<file path="src/rtl/aln_pkg.sv">
// Shared encodings for the alignment datapath: op codes, direction-RAM fields,
// matrix select and the traceback FSM states.
package aln_pkg;

    localparam logic [1:0] OP_M = 2'b00;
    localparam logic [1:0] OP_I = 2'b01;
    localparam logic [1:0] OP_D = 2'b10;

    localparam logic [1:0] V_DIAG   = 2'b00;
    localparam logic [1:0] V_FROM_I = 2'b01;
    localparam logic [1:0] V_FROM_D = 2'b10;
    localparam logic [1:0] V_RSVD   = 2'b11;

    typedef enum logic [1:0] {MAT_V, MAT_I, MAT_D} mat_t;

    typedef enum logic [2:0] {
        ST_IDLE, ST_FETCH, ST_WAIT, ST_DECODE, ST_EMIT, ST_FLUSH, ST_DONE
    } tb_state_t;

endpackage

</file>
<file path="src/rtl/traceback_engine.sv">
// Walks the affine-gap direction matrix from an end cell back to the origin,
// emitting one alignment op per handshake in end-to-origin order.
module traceback_engine
    import aln_pkg::*;
#(
    parameter int ROWS   = 64,
    parameter int COLS   = 200,
    parameter int ADDR_W = 14,
    parameter int CNT_W  = 16,
    parameter int ROW_W  = $clog2(ROWS),
    parameter int COL_W  = $clog2(COLS)
) (
    input  logic              i_clk,
    input  logic              i_rst,
    input  logic              i_start,
    input  logic [ROW_W-1:0]  i_end_row,
    input  logic [COL_W-1:0]  i_end_col,
    output logic              o_rd_en,
    output logic [ADDR_W-1:0] o_rd_addr,
    input  logic [3:0]        i_rd_data,
    output logic [1:0]        o_op,
    output logic              o_op_valid,
    input  logic              i_op_ready,
    output logic              o_busy,
    output logic              o_done,
    output logic              o_error,
    output logic [CNT_W-1:0]  o_op_count
);

    localparam int R_W = $clog2(ROWS + 1);
    localparam int C_W = $clog2(COLS + 1);

    tb_state_t        state, state_nx;
    logic [R_W-1:0]   r, r_pend, dec_r;
    logic [C_W-1:0]   c, c_pend, dec_c;
    mat_t             mat, mat_pend, dec_mat;
    logic [3:0]       dir_q;
    logic [1:0]       op_q, dec_op;
    logic             dec_emit, dec_err;
    logic             error_q;
    logic [CNT_W-1:0] cnt;
    logic             hs;

    assign hs = o_op_valid && i_op_ready;

    // Cell decode; r/c/mat updates are staged and only committed on the handshake.
    always_comb begin
        dec_emit = 1'b0;
        dec_err  = 1'b0;
        dec_op   = OP_M;
        dec_r    = r;
        dec_c    = c;
        dec_mat  = mat;
        case (mat)
            MAT_V: begin
                case (dir_q[1:0])
                    V_DIAG: begin
                        dec_emit = 1'b1;
                        dec_op   = OP_M;
                        dec_r    = r - 1'b1;
                        dec_c    = c - 1'b1;
                    end
                    V_FROM_I: dec_mat = MAT_I;
                    V_FROM_D: dec_mat = MAT_D;
                    default:  dec_err = 1'b1;
                endcase
            end
            MAT_I: begin
                dec_emit = 1'b1;
                dec_op   = OP_I;
                dec_c    = c - 1'b1;
                dec_mat  = dir_q[2] ? MAT_I : MAT_V;
            end
            MAT_D: begin
                dec_emit = 1'b1;
                dec_op   = OP_D;
                dec_r    = r - 1'b1;
                dec_mat  = dir_q[3] ? MAT_D : MAT_V;
            end
            default: dec_mat = MAT_V;
        endcase
    end

    always_ff @(posedge i_clk or posedge i_rst) begin
        if (i_rst) state <= ST_IDLE;
        else       state <= state_nx;
    end

    always_comb begin
        state_nx = state;
        case (state)
            ST_IDLE:   if (i_start) state_nx = ST_FETCH;
            ST_FETCH:  state_nx = (r == '0 || c == '0) ? ST_FLUSH : ST_WAIT;
            ST_WAIT:   state_nx = ST_DECODE;
            ST_DECODE: begin
                if (dec_err)       state_nx = ST_DONE;
                else if (dec_emit) state_nx = ST_EMIT;
            end
            ST_EMIT:   if (hs) state_nx = ST_FETCH;
            ST_FLUSH:  if (r == '0 && c == '0) state_nx = ST_DONE;
            ST_DONE:   state_nx = ST_IDLE;
            default:   state_nx = ST_IDLE;
        endcase
    end

    always_comb begin
        o_rd_en    = (state == ST_FETCH) && (r != '0) && (c != '0);
        o_rd_addr  = '0;
        if (o_rd_en)
            o_rd_addr = ADDR_W'(r - 1'b1) * ADDR_W'(COLS) + ADDR_W'(c - 1'b1);
        o_op_valid = (state == ST_EMIT) || ((state == ST_FLUSH) && (r != '0 || c != '0));
        o_op       = OP_M;
        if (state == ST_EMIT)
            o_op = op_q;
        else if (o_op_valid)
            o_op = (r == '0) ? OP_I : OP_D;
        o_busy     = (state != ST_IDLE) && (state != ST_DONE);
        o_done     = (state == ST_DONE);
        o_error    = error_q;
        o_op_count = cnt;
    end

    always_ff @(posedge i_clk or posedge i_rst) begin
        if (i_rst) begin
            r        <= '0;
            c        <= '0;
            mat      <= MAT_V;
            r_pend   <= '0;
            c_pend   <= '0;
            mat_pend <= MAT_V;
            dir_q    <= '0;
            op_q     <= OP_M;
            error_q  <= 1'b0;
            cnt      <= '0;
        end else begin
            case (state)
                ST_IDLE: if (i_start) begin
                    r       <= R_W'(i_end_row) + R_W'(1);
                    c       <= C_W'(i_end_col) + C_W'(1);
                    mat     <= MAT_V;
                    cnt     <= '0;
                    error_q <= 1'b0;
                end
                ST_WAIT: dir_q <= i_rd_data;
                ST_DECODE: begin
                    if (dec_err) begin
                        error_q <= 1'b1;
                    end else if (dec_emit) begin
                        op_q     <= dec_op;
                        r_pend   <= dec_r;
                        c_pend   <= dec_c;
                        mat_pend <= dec_mat;
                    end else begin
                        mat <= dec_mat;
                    end
                end
                ST_EMIT: if (hs) begin
                    r   <= r_pend;
                    c   <= c_pend;
                    mat <= mat_pend;
                end
                ST_FLUSH: if (hs) begin
                    if (r == '0) c <= c - 1'b1;
                    else         r <= r - 1'b1;
                end
                default: ;
            endcase
            if (hs && cnt != '1)
                cnt <= cnt + 1'b1;
        end
    end

endmodule
</file>
<file path="config.mk">
export PLATFORM = sky130hd
export DESIGN_NAME = traceback_engine
export DESIGN_NICKNAME = d
export VERILOG_FILES = /design/src/rtl/aln_pkg.sv /design/src/rtl/traceback_engine.sv
export SDC_FILE = /design/constraint.sdc
export NUM_CORES = 1
export LEC_CHECK = 0
export BUFFER_PORTS_ARGS = -buffer_cell sky130_fd_sc_hd__buf_2
export CAP_MARGIN = 5
export CORE_MARGIN = 10
export CORE_UTILIZATION = 64
export DETAILED_ROUTE_END_ITERATION = 8
export GPL_TIMING_DRIVEN = 1
export PLACE_DENSITY = 0.87
export SLEW_MARGIN = 5
export SYNTH_ARGS = -nofsm -noshare
export SYNTH_HDL_FRONTEND = slang
export SYNTH_SLANG_ARGS = --single-unit
</file>
<file path="constraint.sdc">
create_clock -name i_clk -period 10 [get_ports i_clk]
set_input_delay 1 -clock i_clk [delete_from_list [all_inputs] [get_ports i_clk]]
set_output_delay 1 -clock i_clk [all_outputs]
set_load 0.02 [all_outputs]
</file>
; ---- After elaboration in Yosys (flattened, before gate mapping)
; Cells that the tools add are included.
[op_classes]
n_mux = 45
n_div = 0
n_eq_ne = 22
n_shift = 0
n_reduce_logical = 32
bitwise = 1
magnitude_cmp = 0
addsub = 8
n_mul = 1
[op_table]
columns = op, n
row1 = $mux 16, 3
row2 = $mux 8, 5
row3 = $mux 7, 5
row4 = $pmux 8 s3, 1
row5 = $pmux 7 s3, 1
row6 = $mux 3, 6
row7 = $ne 2x2->1 const B, 9
row8 = $pmux 3 s6, 1
row9 = $add 16x1->16 const B, 1
row10 = $mux 2, 8
row11 = $ne 16x16->1 const B, 1
row12 = $pmux 8 s2, 1
row13 = $reduce_and 5->1, 3
row14 = $add 14x14->14, 1
row15 = $mul 14x5->11 const B, 1
row16 = $mux 14, 1
row17 = $pmux 7 s2, 1
row18 = $pmux 2 s3, 2
row19 = $eq 3x3->1 const B, 3
row20 = $reduce_bool 3->1, 3
row21 = $sub 8x1->9 const B, 1
row22 = $add 8x1->8 const B, 1
row23 = $logic_not 8->1, 1
row24 = $pmux 2 s2, 2
row25 = other kinds (25), 47
[totals]
output_inout_bits = 37
mem_bits_ro = 0
latch_bits = 0
ramBits = 0
in_bits = 22
memories = 0
wordCells = 120
regBits = 60

; ---- Logic depth before layout (Yosys ltp)
; Gate-level depths: netlist of the first run.
[depth]
depth_word = 8
ltp_mapped = 21
ltp_nobuf = 21

; ---- Worst setup path before layout of the first run
; No wires, ideal clock.
[synth_path]
kind = flip-flop to output port
from = reg r[0]
to = out o_rd_addr[13]
arrival_ns = 4.147
required_ns = 9.000
path_stages_with_launch = 21
slack_ns = 4.853
n_path_buf = 0
path_cell_list = dfrtp_1 > inv_1 > ha_1 > nand2b_1 > nor2_1 > xnor2_1 > inv_1 > ha_1 > ha_1 > inv_1 > fa_1 > inv_1 > ha_1 > xnor2_1 > ha_1 > a21oi_1 > nand2_1 > o21ai_0 > o21ai_0 > xnor2_1 > nor2_1
[synth_between]
elab_chain_cells = 4
elab_cells_between_ends = 7
classes_between = add/sub (2) / mul (1) / mux (1) / reduce/logical (3)
[synth_lines]
columns = item, line_no
row1 = start: declaration, traceback_engine.sv:34  ; logic [R_W-1:0] r, r_pend, dec_r;
row2 = start signal: assignment, traceback_engine.sv:138  ; r <= R_W'(i_end_row) + R_W'(1);
row3 = start signal: assignment, traceback_engine.sv:158  ; r <= r_pend;
row4 = start signal: assignment, traceback_engine.sv:164  ; else r <= r - 1'b1;
row5 = $sub 7x1->8 / $reduce_bool 7->1 (equally long branches), "traceback_engine.sv:110, traceback_engine.sv:107"
row6 = $mul 14x5->11 / $logic_and 1x1->1 (equally long branches), "traceback_engine.sv:110, traceback_engine.sv:107"
row7 = $add 14x14->14 / $logic_and 1x1->1 (equally long branches), "traceback_engine.sv:110, traceback_engine.sv:107"
row8 = $mux 14 *, traceback_engine.sv:109  ; if (o_rd_en)
row9 = end: declaration, traceback_engine.sv:19  ; output logic [ADDR_W-1:0] o_rd_addr,
; Mark *: on every way between the ends. The rest lies on a longest branch, timed or not.

; ---- Worst setup path in the final report of the first run
; Ends and elaborated chain as after synthesis.

==> results of run 1 <==
==> Yosys cell counts (2+ instances only) <==
cell	number	area share [%]
o221ai_1	2	0.36
o2bb2ai_1	2	0.36
a21oi_1	38	3.9
nand2b_1	6	0.78
o211ai_1	2	0.31
nor3_1	3	0.31
and2_1	3	0.39
a21o_1	12	1.9
a221oi_1	2	0.36
o21ai_1	3	0.31
o22ai_1	4	0.52
mux2i_1	7	1.5
xnor2_1	23	4.2
nand3b_1	2	0.31
nand4_1	2	0.26
o21a_1	4	0.62
o21ai_0	47	4.9
ha_1	44	11
and4bb_2	2	0.52
a22oi_1	18	2.8
o21bai_1	2	0.31
o31ai_1	2	0.31
mux2_2	9	2.1
buf_6	2	0.47
nor2b_1	3	0.39
nor2_1	57	4.4
nand2_1	55	4.3
and3_1	9	1.2
a31oi_1	3	0.39
a211oi_1	8	1.2
fa_1	6	2.5
buf_2	4	0.41
nand3_1	19	2.0
clkbuf_1	11	0.86
dfrtp_1	60	31
or2_2	2	0.26
xor2_1	16	2.9
nor3b_1	5	0.78
or3_1	3	0.39
nor4_1	9	1.2
inv_1	42	3.3
==> through the flow <==
| step | std cells | util, % |
|---|---|---|
| 2_1_floorplan | 570 | - |
| 3_3_place_gp | 710 | 70.8 |
| 3_5_place_dp | 710 | 70.8 |
| 4_1_cts | 726 | 73.0 |
| 5_1_grt | 726 | 73.0 |
| 6_report | 726 | 73.0 |
==> sequential cells by signal (all words and copies together) (netlist names), 3 cells and up <==
name and cells:
r_pend 7, c 8, o_op_count 16, r 7, c_pend 8, dir_q 4, state 3
==> per-layer routing <==
metal | routed length [um] | vias up | track usage [%]
met5 | 0 | - | 0
met4 | 316 | 0 | 8.90
met2 | 6190 | 202 | 37.1
met3 | 880 | 36 | 4.55
met1 | 5040 | 2143 | 26.4
li1 | - | 2117 | -
==> worst paths after layout <==
kind                       slack (ns)       endpoint  cells after the start
max                              4.12  o_rd_addr[13]                     19
min                              0.51    mat_pend[0]                      1
max reg2reg                      6.97           c[2]                      6
min reg2reg                      0.51    mat_pend[0]                      1
max in group asynchronous        8.64        o_error                      3
min in group asynchronous        0.86      c_pend[3]                      3
==> worst max-delay path: stages, from the launching register on <==
cell and delay (ns):
dfrtp_1 0.44, inv_1 0.18, ha_1 0.26, xor2_1 0.33, ha_1 0.30, ha_1 0.29
inv_1 0.06, fa_1 0.51, inv_1 0.04, ha_1 0.33, a21oi_1 0.23, xnor2_1 0.17
ha_1 0.30, a21oi_1 0.25, nand2_1 0.07, o21ai_0 0.24, o21ai_0 0.16, xnor2_1 0.14
nor2_1 0.08, buf_2 0.17
==> cell usage in the layout (no fill, tap or decap), types with 3 or more instances in the layout <==
| cell type | synthesis | final |
|---|---|---|
| mux2_2 | 9 | 9 |
| a31oi_1 | 3 | 3 |
| o21ai_1 | 3 | 3 |
| nor4_1 | 9 | 9 |
| ha_1 | 44 | 44 |
| fa_1 | 6 | 6 |
| o21ai_0 | 47 | 47 |
| nand2b_1 | 6 | 6 |
| a211oi_1 | 8 | 8 |
| o21a_1 | 4 | 4 |
| a22oi_1 | 18 | 18 |
| and2_1 | 3 | 3 |
| xnor2_1 | 23 | 23 |
| buf_2 | 4 | 58 |
| clkbuf_8 | 0 | 9 |
| dfrtp_1 | 60 | 60 |
| nor2b_1 | 3 | 3 |
| nor2_1 | 57 | 56 |
| nand2_1 | 55 | 55 |
| inv_1 | 42 | 41 |
| o22ai_1 | 4 | 4 |
| mux2i_1 | 7 | 7 |
| buf_4 | 1 | 3 |
| and3_1 | 9 | 9 |
| a21o_1 | 12 | 12 |
| nand3_1 | 19 | 19 |
| or3_1 | 3 | 3 |
| nor3_1 | 3 | 3 |
| a21oi_1 | 38 | 38 |
| clkbuf_1 | 11 | 3 |
| nor3b_1 | 5 | 5 |
| xor2_1 | 16 | 16 |
==> logic make-up (layout without fill, tap and decap cells) <==
| family | after synthesis | count (layout) | share of synthesized area, % |
|---|---|---|---|
| multiplexers | 16 | 16 | 3.55 |
| AND/OR/NAND/NOR | 186 | 186 | 18.6 |
| flip-flops | 60 | 60 | 31.1 |
| AO/OA/AOI/OAI | 156 | 156 | 19.9 |
| buffers and inverters | 62 | 119 | 5.34 |
| adder cells (fa/ha/maj) | 50 | 50 | 13.9 |
| XOR/XNOR | 40 | 40 | 7.54 |
==> cell type report <==
type                       count  area [um^2]
multi-input combinational    448         3070
fill                         583         1970
sequential                    60         1500
timing repair buffer          61          313
inverter                      42          158
clock buffer                  12          135
tap                           99          124
clock inverter                 4         26.3
==> metrics.md, run 1 <==
| Metric | Value |
|---|---|
| Worst min-delay path class | reg -> reg |
| Clock buffer depth | 2 |
| Yosys warnings | 0 |
| Seq/Total Area, Yosys | 31.1% |
| FF+latch count, synth | 60 |
| Initial detailed-routing violation count | 354 |
| Worst-path fanout max | 6 |
| Placed inst area | just over 5000 um^2 |
| Fin. Hold Viols | 0 |
| Fin Clk Skew | 0.00799 ns |
| Core footprint | 7290 um^2 |
| Netlist cell types | 58 |
| IO Count | between 50 and 60 |
| HP Start | mat_pend[0] |
| First-pass detailed-route iteration total | 6 |
| R2R Path Start | state[2] |
| Synth Flop Type | dfrtp_1 |
| Tcrit/Tclk final | about three fifths |
| Fmax | 170 MHz |
| Setup Crit Path Kind | reg -> out |
| Final GP Congestion | 0.961 |
| Grt total ovfl | 0 |
| Post-CTS Resized | 0 |
| Layout cells sized above 1 | approximately 15% |
| Initial antenna violation count | 0 |
| Starting density of the core | between 60% and 70% |
| Largest net degree at the start of global routing | 61 |
| Die width | 107 um |
| Post-CTS Hold Buffers | 0 |
| RSZ-0062 raised after global routing | no |
| CTS tree | yes |
| Gate Count Post-Synth | 570 |
| Ant. Diodes | 0 |
| Critical path launch point | r[0] |
| Worst-Skew Late Latency | ~0.35 ns |
| Cts bufs inserted | 9 |
| Vias in the first global route | around 4500 |
| Cell Area, Synth | between 4000 and 5000 um^2 |
| Clk slew on worst S/H paths | approximately 0.070 ns |
| Synth Area per Inst | between 8 and 9 um^2 |
| Final setup viols | 0 |
| Syn-to-layout area delta | 10.4% |
| Post-synthesis net count | 642 |
| Status | finished, final reports clean |
| DRC | 0 |
| Minimum clock period | slightly below 6 ns |
| Worst EP required | 9.00 ns |
| Final nets | roughly 690 |
| Input/output buffers | 58 |
| # rows | 31 |
| Die Area | around 11000 um^2 |
| Critical Path AT | slightly below 5 ns |
| Final Worst Setup Slack | just over 4 ns |
| Total number of vias | around 4500 |
| First-pass GRT wire length | between 20 and 25 mm |
| Routed wire length | around 12 mm |
| Clock Sinks | 60 |
| H-tree depth | 3 |
| Asr flop ratio synth | 100% |
| HPWL after DPL | ~9.3 mm |
| Fin Hold WS | between 0.5 and 0.6 ns |
| Vias per cell | 6.20 |
| EDFF count, synth | 0 |
| Crit end category | output port |
| Die H | around 110 um |
| Post-CTS Setup Bufs | 0 |
| Post-DRT Antenna Nets | 0 |
| Pre-CTS setup slack | around 4.6 ns |
| Max-cap violations | 0 |
| Worst Tran Pin Value | ~1.1 ns |
| Post-route cell area | 5330 um^2 |
| Total track usage | a little over a fifth |
| Critical Path Start Type | register |
| Setup TNS | 0 ns |
| Root buf cell | clkbuf_8 |
| Wire per inst | 17.1 um |
| Worst relative slew slack | around 26% |
| Final-report max-slew violation count | 0 |
Power of run 1 is left out: the tool's default activity adds up to more than one toggle a clock period on the data nets, which glitch-free logic cannot reach.
==> run 2: changes to the inputs <==
--- a/config.mk
+++ b/config.mk
@@ -8,10 +8,10 @@
 export BUFFER_PORTS_ARGS = -buffer_cell sky130_fd_sc_hd__buf_2
 export CAP_MARGIN = 5
 export CORE_MARGIN = 10
-export CORE_UTILIZATION = 64
+export CORE_UTILIZATION = 59
 export DETAILED_ROUTE_END_ITERATION = 8
 export GPL_TIMING_DRIVEN = 1
-export PLACE_DENSITY = 0.87
+export PLACE_DENSITY = 0.81
 export SLEW_MARGIN = 5
 export SYNTH_ARGS = -nofsm -noshare
 export SYNTH_HDL_FRONTEND = slang
==> constraint.sdc (replaced) <==
create_clock -name i_clk -period 5.9 [get_ports i_clk]
set_input_delay 0.59 -clock i_clk [delete_from_list [all_inputs] [get_ports i_clk]]
set_output_delay 0.59 -clock i_clk [all_outputs]
set_load 0.02 [all_outputs]
==> run 2 against run 1 <==
- global-route usage decreased by 3.2 points
- clock-buffer cell count increased by 1
- clock skew increased by 0.0046 ns
- register-to-register slack got worse by 4.0 ns
- setup slack got worse by 3.6 ns
- sequential share of layout area decreased by 0.31 points
- cell area increased by 1.1%
- cell count increased by 0.28%
- core utilization decreased by 4.4 points
- die area increased by 6.9%
- critical path depth increased by 2
==> metrics.md, run 2 (synthesis results as in run 1) <==
| Metric | Value |
|---|---|
| Layout cells sized above 1 | 15.2% |
| R2r endpoint | c[1] |
| Final GP Congestion | ~0.88 |
| Die width | 110 um |
| First-pass detailed-route iteration total | 5 |
| Fin. Hold Viols | 0 |
| CP peak stage delay | 0.49 ns |
| H-tree depth | 3 |
| Max-cap violations | 0 |
| Ant. Diodes | 0 |
| Worst relative slew slack | between 30% and 40% |
| # rows | 32 |
| IO Count | 59 |
| Grt total ovfl | 0 |
| Most used cell, CP | ha_1 |
| Post-CTS Hold Buffers | 0 |
| Total track usage | between 10% and 20% |
| Worst-path fanout max | 6 |
| Root buf cell | clkbuf_8 |
| Starting density of the core | 61.5% |
| Vias in the first global route | ~4300 |
| Post-CTS Resized | 0 |
| Clock buffer depth | 2 |
| Post-CTS Setup Bufs | 0 |
| Critical Path AT | 4.76 ns |
| Clock Sinks | 60 |
| Fin Clk Skew | 0.0126 ns |
| Setup Crit Path Kind | reg -> out |
| Fmax | 187 MHz |
| Die Area | approximately 12000 um^2 |
| Fillers | 645 |
| Worst-Skew Late Latency | roughly 0.33 ns |
| Vias per cell | a little under 6 |
| Worst min-delay path class | in -> async |
| Critical Path Start Type | register |
| First-pass GRT wire length | roughly 20 mm |
| Status | finished, final reports clean |
| Initial antenna violation count | 0 |
| RSZ-0062 raised after global routing | no |
| Commonest non-fill, non-tap cell in the layout | dfrtp_1 |
| R2R cell count | 6 |
| Fin Hold WS | around 0.47 ns |
| Cts bufs inserted | 9 |
| Most frequent cells in the layout | dfrtp_1, buf_2, nor2_1, nand2_1, o21ai_0 |
| Final nets | slightly below 700 |
| DRC | 0 |
| Post-DRT Antenna Nets | 0 |
| Worst EP required | roughly 5.3 ns |
| Syn-to-layout area delta | 11.6% |
| Routed wire length | approximately 12 mm |
| Largest net degree at the start of global routing | roughly 60 |
| Worst reg-to-reg setup slack | approximately 3 ns |
| Worst Tran Pin Value | 0.973 ns |
| Max reg flops | 16 |
| CP bufs+invs | 5 |
| Worst path cell trace | inv_1 > ha_1 > nand2b_1 > nor2_1 > xnor2_1 > inv_1 > ha_1 > ha_1 > inv_1 > fa_1 > inv_1 > ha_1 > xnor2_1 > ha_1 > a21oi_1 > nand2_1 > o21ai_1 > o21ai_0 > xnor2_1 > nor2_1 > buf_2 |
| Core footprint | between 7000 and 8000 um^2 |
| CTS tree | yes |
| HPWL after DPL | around 8.9 mm |
| Final setup viols | 0 |
| Tcrit/Tclk final | about nine tenths |
| Pre-CTS setup slack | approximately 0.86 ns |
| Clk slew on worst S/H paths | roughly 0.070 ns |
| Initial detailed-routing violation count | approximately 320 |
| R2R Path Start | state[2] |
| Slowest cell on the critical path | fa_1 |
| Wire per inst | 15.9 um |
| Final Worst Setup Slack | approximately 0.55 ns |
| Post-Route Utilization | around two thirds |
| Total number of vias | approximately 4300 |
| Crit end category | output port |
| Input/output buffers | 58 |
| Final-report max-slew violation count | 0 |
| Die H | roughly 110 um |
| Minimum clock period | around 5.3 ns |
| Setup TNS | 0 ns |
| Family with the most delay on the worst path | adder cells |
==> run 2: changes by cell type in the layout (fill, tap and decap cells not counted), sizes merged <==
cell / delta
clkinv: -3
buf: +1
bufinv: +1
clkbuf: +1
clkinvlp: -1
==> run 2: worst register-to-register path: cells and delay by family (launching register included) <==
family	cells	cell delay [ns]
and+or+nand+nor	2	0.84
DFF	1	0.56
AOI/OAI and AO/OA	4	1.42
==> run 2: routing by layer <==
layer / global-route usage (%) / part of all wire [%] / vias up
met2: 31.4 / 50 / 138
met5: 0 / 0 / -
met1: 23.0 / 43 / 2049
met3: 4.00 / 5.9 / 15
met4: 5.70 / 1.2 / 0
li1: - / - / 2119
==> run 2: layout make-up <==
type                       count  area, um^2  area share [%]
multi-input combinational    448        3070            57.0
sequential                    60        1500            27.9
timing repair buffer          62         320            5.95
clock buffer                  13         179            3.32
inverter                      42         158            2.93
tap                          102         128            2.37
clock inverter                 1        30.0           0.558
==> run 2: how the worst max path moves through the flow <==
stage	end	slack, ns	startpoint	cells past startpoint
after floorplan	o_rd_addr[13]	1.16	r[0]	20
after global placement	o_rd_addr[13]	1.03	r[0]	21
after detailed placement	o_rd_addr[13]	0.86	r[0]	21
after CTS	o_rd_addr[13]	0.47	r[0]	21
after global routing	o_rd_addr[13]	0.06	r[0]	21
final	o_rd_addr[13]	0.55	r[0]	21
==> run 2: per-stage QoR <==
stage	std cells	area (um^2)
after global routing	728	5390
final	728	5390
after global placement	714	5180
after floorplan	570	4830
after CTS	728	5390
after detailed placement	714	5180
Power of run 2 is left out for the same reason.
==> run 3: changes to the inputs <==
--- a/config.mk
+++ b/config.mk
@@ -8,10 +8,9 @@
 export BUFFER_PORTS_ARGS = -buffer_cell sky130_fd_sc_hd__buf_2
 export CAP_MARGIN = 5
 export CORE_MARGIN = 10
-export CORE_UTILIZATION = 59
+export CORE_UTILIZATION = 33
 export DETAILED_ROUTE_END_ITERATION = 8
 export GPL_TIMING_DRIVEN = 1
-export PLACE_DENSITY = 0.81
 export SLEW_MARGIN = 5
 export SYNTH_ARGS = -nofsm -noshare
 export SYNTH_HDL_FRONTEND = slang
==> run 3 against run 2 <==
- maximum frequency shrank 1.3%
- flip-flop and latch count is the same
- highest routed layer unchanged
- cell area grew 3.5%
- sequential share of layout area shrank 0.95 points
- non-clock buffer count shrank 1
- die area grew 63%
- core utilization shrank 30 points
- cell count grew 11%
==> metrics.md, run 3 (synthesis results as in run 1) <==
| Metric | Value |
|---|---|
| Status | finished, final reports clean |
| Final nets | between 600 and 700 |
| Post-route cell area | around 5600 um^2 |
| Die H | 141 um |
| Die width | around 140 um |
| First-pass detailed-route iteration total | 5 |
| Worst Tran Pin Value | between 1 and 1.5 ns |
| # rows | 44 |
| Input/output buffers | 58 |
| Worst-Skew Late Latency | 0.33 ns |
| First-pass GRT wire length | between 20 and 25 mm |
| Commonest non-fill, non-tap cell in the layout | dfrtp_1 |
| Ant. Diodes | 0 |
| Tcrit/Tclk final | ~92% |
| Worst EP required | around 5.3 ns |
| R2R Path Start | state[2] |
| Vias in the first global route | ~4300 |
| Worst relative slew slack | 26.6% |
| Clk slew on worst S/H paths | roughly 0.050 ns |
| Cts bufs inserted | 9 |
| WL met1 | 6.07 mm |
| R2r endpoint | c[1] |
| Die Area | a little under 20000 um^2 |
| Fin Clk Skew | approximately 0.0076 ns |
| Placed inst area | approximately 5300 um^2 |
| Fillers | ~1500 |
| Setup TNS | 0 ns |
| Final-report max-slew violation count | 0 |
| Worst reg-to-reg setup slack | 2.80 ns |
| Worst-path fanout max | 6 |
| Clock Sinks | 60 |
| Initial antenna violation count | 0 |
| Setup Crit Path Kind | reg -> out |
| Layout cells sized above 1 | ~15% |
| Wire per inst | between 15 and 20 um |
| IO Count | between 50 and 60 |
| Top layer in use | met4 |
| Fin. Hold Viols | 0 |
| Grt total ovfl | 0 |
| Post-CTS Resized | 0 |
| Total track usage | 12.9% |
| CTS tree | yes |
| H-tree depth | 3 |
| Crit end category | output port |
| Max reg flops | 16 |
| Total number of vias | roughly 4300 |
| Critical Path Start Type | register |
| Routed wire length | 12.9 mm |
| HP Start | i_rd_data[0] |
| Most frequent cells in the layout | dfrtp_1, buf_2, nor2_1, nand2_1, o21ai_0 |
| Met2 routed WL | a little over 6 mm |
| Largest net degree at the start of global routing | between 60 and 70 |
| Final GP Congestion | approximately 0.94 |
| Critical Path AT | slightly below 5 ns |
| DRC | 0 |
| Vias per cell | between 5 and 6 |
| Root buf cell | clkbuf_16 |
| Hold Path End | dir_q[0] |
| Max-cap violations | 0 |
| Fmax | roughly 180 MHz |
| Worst min-delay path class | in -> reg |
| Starting density of the core | 33.5% |
| Clock buffer depth | 2 |
| Minimum clock period | 5.42 ns |
| HPWL after DPL | just under 10 mm |
| Post-DRT Antenna Nets | 0 |
| Post-CTS Setup Bufs | 0 |
| Post-CTS Hold Buffers | 0 |
| Syn-to-layout area delta | 15.5% |
| Hold Path Stages | 3 |
| Core footprint | approximately 14000 um^2 |
| Met3 routed WL | about 540 um |
| Final setup viols | 0 |
| Initial detailed-routing violation count | ~240 |
| RSZ-0062 raised after global routing | no |
| R2R cell count | 6 |
run 3: layer usage:
layer | vias up | GRT usage [%]
li1 | 2127 | -
met1 | 2030 | 16.1
met2 | 103 | 20.7
met3 | 18 | 3.12
met4 | 0 | 5.11
met5 | - | 0
run 3: worst max-delay path by stage:
stage | slack [ns] | startpoint | to | cells past startpoint
2_1_floorplan | 1.16 | r[0] | o_rd_addr[13] | 20
3_3_place_gp | 1.01 | r[0] | o_rd_addr[13] | 21
3_5_place_dp | 0.87 | r[0] | o_rd_addr[13] | 21
4_1_cts | 0.48 | r[0] | o_rd_addr[13] | 21
5_1_grt | 0.11 | r[0] | o_rd_addr[13] | 21
6_report | 0.48 | r[0] | o_rd_addr[13] | 21
run 3: cell type report:
class,count,area (um^2),share of cell area [%]
clock buffer,12,256,4.60
clock inverter,4,47.5,0.853
inverter,42,158,2.83
multi-input combinational,448,3070,55.0
sequential,60,1500,26.9
tap,184,230,4.13
timing repair buffer,61,313,5.61
run 3: critical path, cell delays in order, from the launching register on:
cell,delay [ns]
dfrtp_1,0.43
inv_1,0.20
ha_1,0.27
nand2b_1,0.10
nor2_1,0.14
xnor2_1,0.15
inv_1,0.12
ha_1,0.31
ha_1,0.28
inv_1,0.05
fa_1,0.49
inv_1,0.04
ha_1,0.34
xnor2_1,0.15
ha_1,0.32
a21oi_1,0.23
nand2_1,0.07
o21ai_0,0.25
o21ai_0,0.16
xnor2_1,0.14
nor2_1,0.07
buf_2,0.17
run 3: through the flow:
| stage | hold WS, ns | setup slack, ns | instances | utilization, % |
|---|---|---|---|---|
| 2_1_floorplan | 0.481 | 1.16 | 570 | - |
| 3_3_place_gp | 0.479 | 1.01 | 795 | 36.5 |
| 3_5_place_dp | 0.484 | 0.869 | 795 | 36.5 |
| 4_1_cts | 0.455 | 0.484 | 811 | 38.7 |
| 5_1_grt | 0.485 | 0.107 | 811 | 38.7 |
| 6_report | 0.472 | 0.480 | 811 | 38.7 |
Power of run 3 is left out for the same reason.
